--- config.mk ---
export PLATFORM = sky130hd
export DESIGN_NAME = mult_operand_deser
export DESIGN_NICKNAME = d
export VERILOG_FILES = /design/src/rtl/mult_pkg.sv /design/src/rtl/ser2par_lane.sv /design/src/rtl/mult_operand_deser.sv
export SDC_FILE = /design/constraint.sdc
export NUM_CORES = 1
export LEC_CHECK = 0
export ABC_CLOCK_PERIOD_IN_PS = 5000
export CAP_MARGIN = 20
export CELL_PAD_IN_SITES_DETAIL_PLACEMENT = 1
export CELL_PAD_IN_SITES_GLOBAL_PLACEMENT = 2
export CORE_AREA = 2 2 100 102
export CTS_CLUSTER_DIAMETER = 40
export DETAILED_ROUTE_END_ITERATION = 10
export DIE_AREA = 0 0 102 104
export PLACE_DENSITY_LB_ADDON = 0.1
export SLEW_MARGIN = 0
export SYNTH_ARGS = -nofsm -noshare
export SYNTH_HDL_FRONTEND = slang
export SYNTH_SLANG_ARGS = --single-unit
--- constraint.sdc ---
create_clock -name clk -period 5 [get_ports clk]
set_clock_uncertainty 0.05 [all_clocks]
set_input_delay 1.25 -clock clk [delete_from_list [all_inputs] [get_ports clk]]
set_output_delay 1.25 -clock clk [all_outputs]
set_load 0.02 [all_outputs]
--- src/rtl/mult_pkg.sv ---
`default_nettype none
// +----------------------------------------------------------------------+
// | mult_pkg : shared multiplier width and operand-loader state encoding |
// | Rev 1.0                                                              |
// +----------------------------------------------------------------------+
package mult_pkg;

   localparam int MULT_W = 16;

   typedef enum logic [0:0] {
      IDLE  = 1'b0,
      SHIFT = 1'b1
   } state_t;

endpackage
`default_nettype wire

--- src/rtl/ser2par_lane.sv ---
`default_nettype none
// +----------------------------------------------------------------------+
// | ser2par_lane : indexed-bit serial capture register with restart      |
// | Rev 1.0                                                              |
// +----------------------------------------------------------------------+
module ser2par_lane
   import mult_pkg::*;
#(
   parameter int WIDTH     = MULT_W,
   parameter bit LSB_FIRST = 1'b1,
   localparam int CW       = $clog2(WIDTH)
) (
   input  logic             clk,
   input  logic             rst_n,
   input  logic             capture,
   input  logic             restart,
   input  logic [CW-1:0]    idx,
   input  logic             bit_in,
   output logic [WIDTH-1:0] word
);

   logic [WIDTH-1:0] r_shift;
   logic [CW-1:0]    w_pos;

   generate
      if (LSB_FIRST) begin : g_lsb_first
         assign w_pos = idx;
      end else begin : g_msb_first
         assign w_pos = CW'(WIDTH - 1) - idx;
      end
   endgenerate

   // word includes the bit being sampled this cycle, so a completing frame
   // can be transferred to the output register without an extra cycle.
   always_comb begin
      word        = restart ? '0 : r_shift;
      word[w_pos] = bit_in;
   end

   always_ff @(posedge clk or negedge rst_n) begin
      if (!rst_n) begin
         r_shift <= '0;
      end else if (capture) begin
         r_shift <= word;
      end
   end

endmodule
`default_nettype wire

--- src/rtl/mult_operand_deser.sv ---
`default_nettype none
// +----------------------------------------------------------------------+
// | mult_operand_deser : two-lane serial operand loader with valid/ready |
// | Rev 1.0                                                              |
// +----------------------------------------------------------------------+
module mult_operand_deser
   import mult_pkg::*;
#(
   parameter int WIDTH     = MULT_W,
   parameter bit LSB_FIRST = 1'b1,
   localparam int CW       = $clog2(WIDTH)
) (
   input  logic             clk,
   input  logic             rst_n,
   input  logic             frame_pad,
   input  logic             a_pad,
   input  logic             b_pad,
   input  logic             op_ready,
   input  logic             ovr_clr,
   output logic [WIDTH-1:0] a_out,
   output logic [WIDTH-1:0] b_out,
   output logic             op_valid,
   output logic             busy,
   output logic             overrun
);

   localparam logic [CW-1:0] C_LAST = CW'(WIDTH - 1);

   state_t           r_state;
   state_t           w_state_next;
   logic [CW-1:0]    r_count;
   logic [CW-1:0]    w_idx;
   logic             w_capture;
   logic             w_last;
   logic             w_accept;
   logic             w_load;
   logic             w_drop;
   logic [WIDTH-1:0] w_a_word;
   logic [WIDTH-1:0] w_b_word;
   logic [WIDTH-1:0] r_a_out;
   logic [WIDTH-1:0] r_b_out;
   logic             r_op_valid;
   logic             r_overrun;

   always_ff @(posedge clk or negedge rst_n) begin
      if (!rst_n) begin
         r_state <= IDLE;
      end else begin
         r_state <= w_state_next;
      end
   end

   always_comb begin
      w_state_next = r_state;
      w_capture    = 1'b0;
      w_last       = 1'b0;
      case (r_state)
         IDLE: begin
            if (frame_pad) begin
               w_capture    = 1'b1;
               w_state_next = SHIFT;
            end
         end
         SHIFT: begin
            w_capture = 1'b1;
            if (!frame_pad && (r_count == C_LAST)) begin
               w_last       = 1'b1;
               w_state_next = IDLE;
            end
         end
         default: w_state_next = IDLE;
      endcase
   end

   // A frame strobe always forces the current bit to index 0.
   assign w_idx = frame_pad ? '0 : r_count;

   always_ff @(posedge clk or negedge rst_n) begin
      if (!rst_n) begin
         r_count <= '0;
      end else if (w_capture) begin
         if (frame_pad) begin
            r_count <= CW'(1);
         end else if (w_last) begin
            r_count <= '0;
         end else begin
            r_count <= r_count + CW'(1);
         end
      end
   end

   ser2par_lane #(.WIDTH(WIDTH), .LSB_FIRST(LSB_FIRST)) u_lane_a (
      .clk     (clk),
      .rst_n   (rst_n),
      .capture (w_capture),
      .restart (frame_pad),
      .idx     (w_idx),
      .bit_in  (a_pad),
      .word    (w_a_word)
   );

   ser2par_lane #(.WIDTH(WIDTH), .LSB_FIRST(LSB_FIRST)) u_lane_b (
      .clk     (clk),
      .rst_n   (rst_n),
      .capture (w_capture),
      .restart (frame_pad),
      .idx     (w_idx),
      .bit_in  (b_pad),
      .word    (w_b_word)
   );

   // The output slot is free if empty or being consumed in this same cycle.
   assign w_accept = !r_op_valid || op_ready;
   assign w_load   = w_last && w_accept;
   assign w_drop   = w_last && !w_accept;

   always_ff @(posedge clk or negedge rst_n) begin
      if (!rst_n) begin
         r_a_out    <= '0;
         r_b_out    <= '0;
         r_op_valid <= 1'b0;
         r_overrun  <= 1'b0;
      end else begin
         if (w_load) begin
            r_a_out    <= w_a_word;
            r_b_out    <= w_b_word;
            r_op_valid <= 1'b1;
         end else if (r_op_valid && op_ready) begin
            r_op_valid <= 1'b0;
         end
         if (w_drop) begin
            r_overrun <= 1'b1;
         end else if (ovr_clr) begin
            r_overrun <= 1'b0;
         end
      end
   end

   assign a_out    = r_a_out;
   assign b_out    = r_b_out;
   assign op_valid = r_op_valid;
   assign overrun  = r_overrun;
   assign busy     = (r_state == SHIFT);

endmodule
`default_nettype wire

=== Word level (Yosys, flattened, before mapping) ===
Cells that the tools add are included.

* Register bits: 71
* Output and inout bits: 35
* Logic and storage cells: 43

* Add/sub/neg operators: 1
* Magnitude comparators: 2
* Equality and inequality tests: 1
* Multiplexer cells: 19
* Bitwise logic cells: 1
* Reduce and logical (&&, ||, !) cells: 11

{| class="wikitable"
|+ Operators with widths
! operator !! number
|-
| $bwmux W16 || 2
|-
| $mux W16 || 2
|-
| $mux W4 || 3
|-
| $mux W1 || 9
|-
| $logic_and A1 B1 Y1 || 5
|-
| $lt A4 B5 Y1 const B || 1
|-
| $add A4 B1 Y4 const B || 1
|-
| $demux W1 S4 || 1
|-
| $eq A4 B4 Y1 const B || 1
|-
| $ge A4 B1 Y1 const B || 1
|-
| $pmux W1 S2 || 2
|-
| $reduce_bool A2 Y1 || 2
|-
| $logic_not A1 Y1 || 3
|-
| $logic_or A1 B1 Y1 || 1
|-
| $not A1 Y1 || 1
|}

=== Logic depth before layout (Yosys ltp) ===
* Word-level depth: 6
* Depth in mapped cells: 6

=== By module ===
Synthesis repeated with hierarchy kept, for this count alone.

* Cell total of the unflattened synthesis: 358
* Area, all modules: 4012.6 sq um

{| class="wikitable"
|+ By module, submodules not included
! module !! times used !! cells an instance !! area each (sq um) !! sequential area each (sq um)
|-
| mult_operand_deser || 1 || 106 || 1579.0 || 975.9
|-
| ser2par_lane at u_lane_b || 1 || 126 || 1223.7 || 400.4
|-
| ser2par_lane at u_lane_a || 1 || 126 || 1209.9 || 400.4
|}

=== Worst setup path before layout ===
No wires, ideal clock.

* Kind: input-to-reg
* Start: input frame_pad
* End: register r_a_out[6] (netlist: a_out[6])
* Library setup time: 125 ps
* Data arrival time: 2330 ps
* Path slack: 2495 ps
* Stages on the path: 5
* Buffers on the path: 2
* Path through: buf_6 > nand3b_4 > nor3b_4 > buf_6 > mux2_2

* Cells in the longest elaborated chain, start to end: 6
* Elaborated cells between the ends (all ways): 13
* Those cells by class: 2 x order compare; 7 x mux; 4 x reduce/logical

{| class="wikitable"
|+ RTL lines
! what !! RTL line !! RTL
|-
| start: declaration || mult_operand_deser.sv:15 || <nowiki>input logic frame_pad,</nowiki>
|-
| $mux W4 || mult_operand_deser.sv:76 || <nowiki>assign w_idx = frame_pad ? '0 : r_count;</nowiki>
|-
| $lt A4 B5 Y1 (not written as such) or $ge A4 B1 Y1 (tied branches) || ser2par_lane.sv:37 || <nowiki>word[w_pos] = bit_in;</nowiki>
|-
| $logic_and A1 B1 Y1 (not written as such) || ser2par_lane.sv:37 ||
|-
| $mux W1 (not written as such) || ser2par_lane.sv:37 ||
|-
| $demux W1 S4 || -- ||
|-
| $bwmux W16 || ser2par_lane.sv:37 ||
|-
| end signal: assignment || mult_operand_deser.sv:125 || <nowiki>r_a_out <= w_a_word;</nowiki>
|-
| end: declaration || mult_operand_deser.sv:40 || <nowiki>logic [WIDTH-1:0] r_a_out;</nowiki>
|}

Several ways; a longest one is shown, not always the timed one.
A chain may end at the register's enable or synchronous reset.

=== Final worst setup path ===
* Start: input op_ready
* End: register r_b_out[11] (netlist: b_out[11])

* Cells in the longest elaborated chain, start to end: 2

{| class="wikitable"
|+ RTL lines
! what !! RTL line !! RTL
|-
| start: declaration || mult_operand_deser.sv:18 || <nowiki>input logic op_ready,</nowiki>
|-
| $logic_or A1 B1 Y1 || mult_operand_deser.sv:113 || <nowiki>assign w_accept = !r_op_valid || op_ready;</nowiki>
|-
| $logic_and A1 B1 Y1 || mult_operand_deser.sv:114 || <nowiki>assign w_load = w_last && w_accept;</nowiki>
|-
| end signal: assignment || mult_operand_deser.sv:126 || <nowiki>r_b_out <= w_b_word;</nowiki>
|-
| end: declaration || mult_operand_deser.sv:41 || <nowiki>logic [WIDTH-1:0] r_b_out;</nowiki>
|}

No other way between the ends.

==> impl_results.md <==
- Comb power frac: 13.0%
- Full die area: 10,600 um^2
- Leak: 1.93 nW
- Sequential area share after synthesis: 47.9%
- Outcome: finished clean
- Vias per std cell: 5.41
- Worst-path clk slew: 0.08 ns
- Sink Count: 71
- Initial Util: 38.8%
- Hold Slack: 0.435 ns
- Vias in the first global route: 2,777
- Num rows: 36
- Critical path arrival: 3.28 ns
- Required time worst endpoint: 5.18 ns
- Resized Gates After CTS: 0
- Synth Net Count: 344
- Ys flop type: dfrtp_1
- Power density over the cells: 293 nW/um^2
- Int Power: 0.956 mW
- Top cell type's share of synthesized area: 47.9%
- Root Buffer: clkbuf_8
- Width of the die: 102 um
- RSZ-0062 raised after global routing: false
- Post-route clock period utilization: 62.0%
- EDFF count, synth: 0
- Netlist cell types: 46
- DRC viols: 0
- Mapped Avg Cell Area: 11.0 um^2
- Setup bufs post-CTS: 0
- Worst skew pair latency: 0.34 ns
- GRT Residual Overflow: 0
- Mapped Area: 3710 um^2
- Tmin final: 3.10 ns
- Sw Ratio: 26.5%
- # H-tree levels: 3
- Clock power share: 40.8%
- Critical path capture point type: flip-flop
- Startpoint types: input pin
- Most common cell in the synthesized netlist: dfrtp_1
- CP Class: in2reg
- Final net count: 375
- Clock Tree Buf Depth: 2
- Main area contributors after synthesis: dfrtp_1 (48%), mux2_2 (6.7%), mux2i_1 (4.0%)
- Flop pwr share: 46.2%
- Tightest Pin Transition: 0.793 ns
- Ys Warns: 0
- Max Cap Violations: 0
- WL per Instance: 19.0 um
- Most common library cells after synthesis: dfrtp_1 (71), mux2_2 (22), nand2b_1 (20)
- Max Fclk: 323 MHz
- Pin count of the biggest net entering global routing: 64
- Number of inserted diodes: 0
- Antenna Nets Post-Route: 0
- Via Count: 2,730
- Cell taking the most area after synthesis: dfrtp_1
- Yosys reg bits: 71
- TritonCTS clock tree: yes
- DRT iter0 DRCs: 107
- Global-route wire length before repair: 15,300 um
- Setup-failing EPs final: 0
- Sw power: 0.345 mW
- Cells after Synth: 336
- Crit Path Max Fanout: 17
- Hold Violations, Final: 0
- FFs w/ async S/R, synth: 100%
- GPL Wtd Cong: 0.754
- Area growth, synth to finish: 19.7%
- Worst vdd ir: 0.000122 V
- Final WL: 9590 um
- HPWL after detailed placement: 6110 um
- Fill cells: 1,044
- Number of hold buffers added after CTS: 0
- Port-buffer cells: 41
- Total global-route track usage: 18.8%
- Drt pass-1 iters: 4
- Max Slew Vio Count: 0
- Setup TNS: 0 ns
- Hold WC Path Type: reg2reg
- Core footprint: 9550 um^2
- Initial antenna violation count: 0
- Total CTS buffers: 9
- Die H: 104 um
- Relative slew slack: 47.1%
- Layout cell share with drive strength beyond 1: 17.7%
- Top-Level Pins: 42
==> final timing paths <==
check / startpoint / end / slack, ns / cells after the start
max: op_ready / b_out[11] / 1.90 / 5
min: a_out[9] / a_out[9] / 0.44 / 1
max reg2reg: r_count[1] / b_out[11] / 2.18 / 5
min reg2reg: a_out[9] / a_out[9] / 0.44 / 1
max in group asynchronous: rst_n / b_out[6] / 3.50 / 2
min in group asynchronous: rst_n / u_lane_b.r_shift[10] / 0.72 / 1
==> state kept, by name, indices dropped and copies added (netlist names) <==
signal and flops:
b_out 16, busy 1, a_out 16, r_count 4, op_valid 1, overrun 1
u_lane_b.r_shift 16, u_lane_a.r_shift 16
==> cell type report <==
cell class                 instances  area [um^2]  area share [%]
tap                              133          166            3.75
clock buffer                      11          151            3.41
clock inverter                     5         78.8            1.78
inverter                          19         71.3            1.61
multi-input combinational        217         1690            38.2
timing repair buffer              49          500            11.3
sequential                        71         1780            40.0
==> routing by layer <==
metal / track usage, % / part of all wire (%)
met1: 24.5 / 45
met5: 0 / 0
met3: 2.62 / 2.5
met4: 5.71 / 0.91
met2: 31.9 / 52
==> through the flow <==
step	area [um^2]	cells	power [mW]	util (%)	setup slack, ns
after floorplan	3710	336	0.718	-	2.50
after global placement	4150	486	0.768	43.4	1.54
after detailed placement	4150	486	0.771	43.4	1.49
after CTS	4380	502	1.31	45.8	1.67
after global routing	4440	505	1.36	46.5	1.76
final	4440	505	1.30	46.5	1.90
==> critical path: stages <==
cell and delay [ns]:
clkdlybuf4s50_1 0.45, nand2b_1 0.13, nor3b_4 0.69, buf_4 0.38, mux2_2 0.37
==> cells by family after synthesis <==
family / Yosys count / synth area share, %
adders and majority gates: 1 / 0.337
muxes: 49 / 14.4
xor gates and xnor gates: 1 / 0.236
buffers and inverters: 48 / 6.44
AOI/OAI and AO/OA: 68 / 11.3
DFF: 71 / 47.9
and+or+nand+nor: 98 / 19.4
==> power by group through the flow <==
stage / clock network (mW) / registers, mW / logic, mW
after floorplan: 0 / 0.607 / 0.111
after global placement: 0 / 0.626 / 0.142
after detailed placement: 0 / 0.627 / 0.144
after CTS: 0.546 / 0.615 / 0.144
after global routing: 0.573 / 0.603 / 0.186
final: 0.531 / 0.601 / 0.169
==> placed cells by master (no fill, tap or decap), types with 5 or more instances in the layout <==
cell,synthesis,routed
o32ai_1,15,15
buf_4,1,5
and4bb_2,6,6
o22ai_1,16,16
inv_1,19,19
mux2_1,12,12
o21ai_0,17,17
a21oi_1,19,19
nand2_1,8,8
clkbuf_8,0,11
nand2b_1,20,20
dfrtp_1,71,71
clkdlybuf4s50_1,0,39
mux2_2,22,22
nor2_1,6,6
nand3_1,17,17
mux2i_1,15,15
No activity file was read; power rests on OpenSTA's default activity.
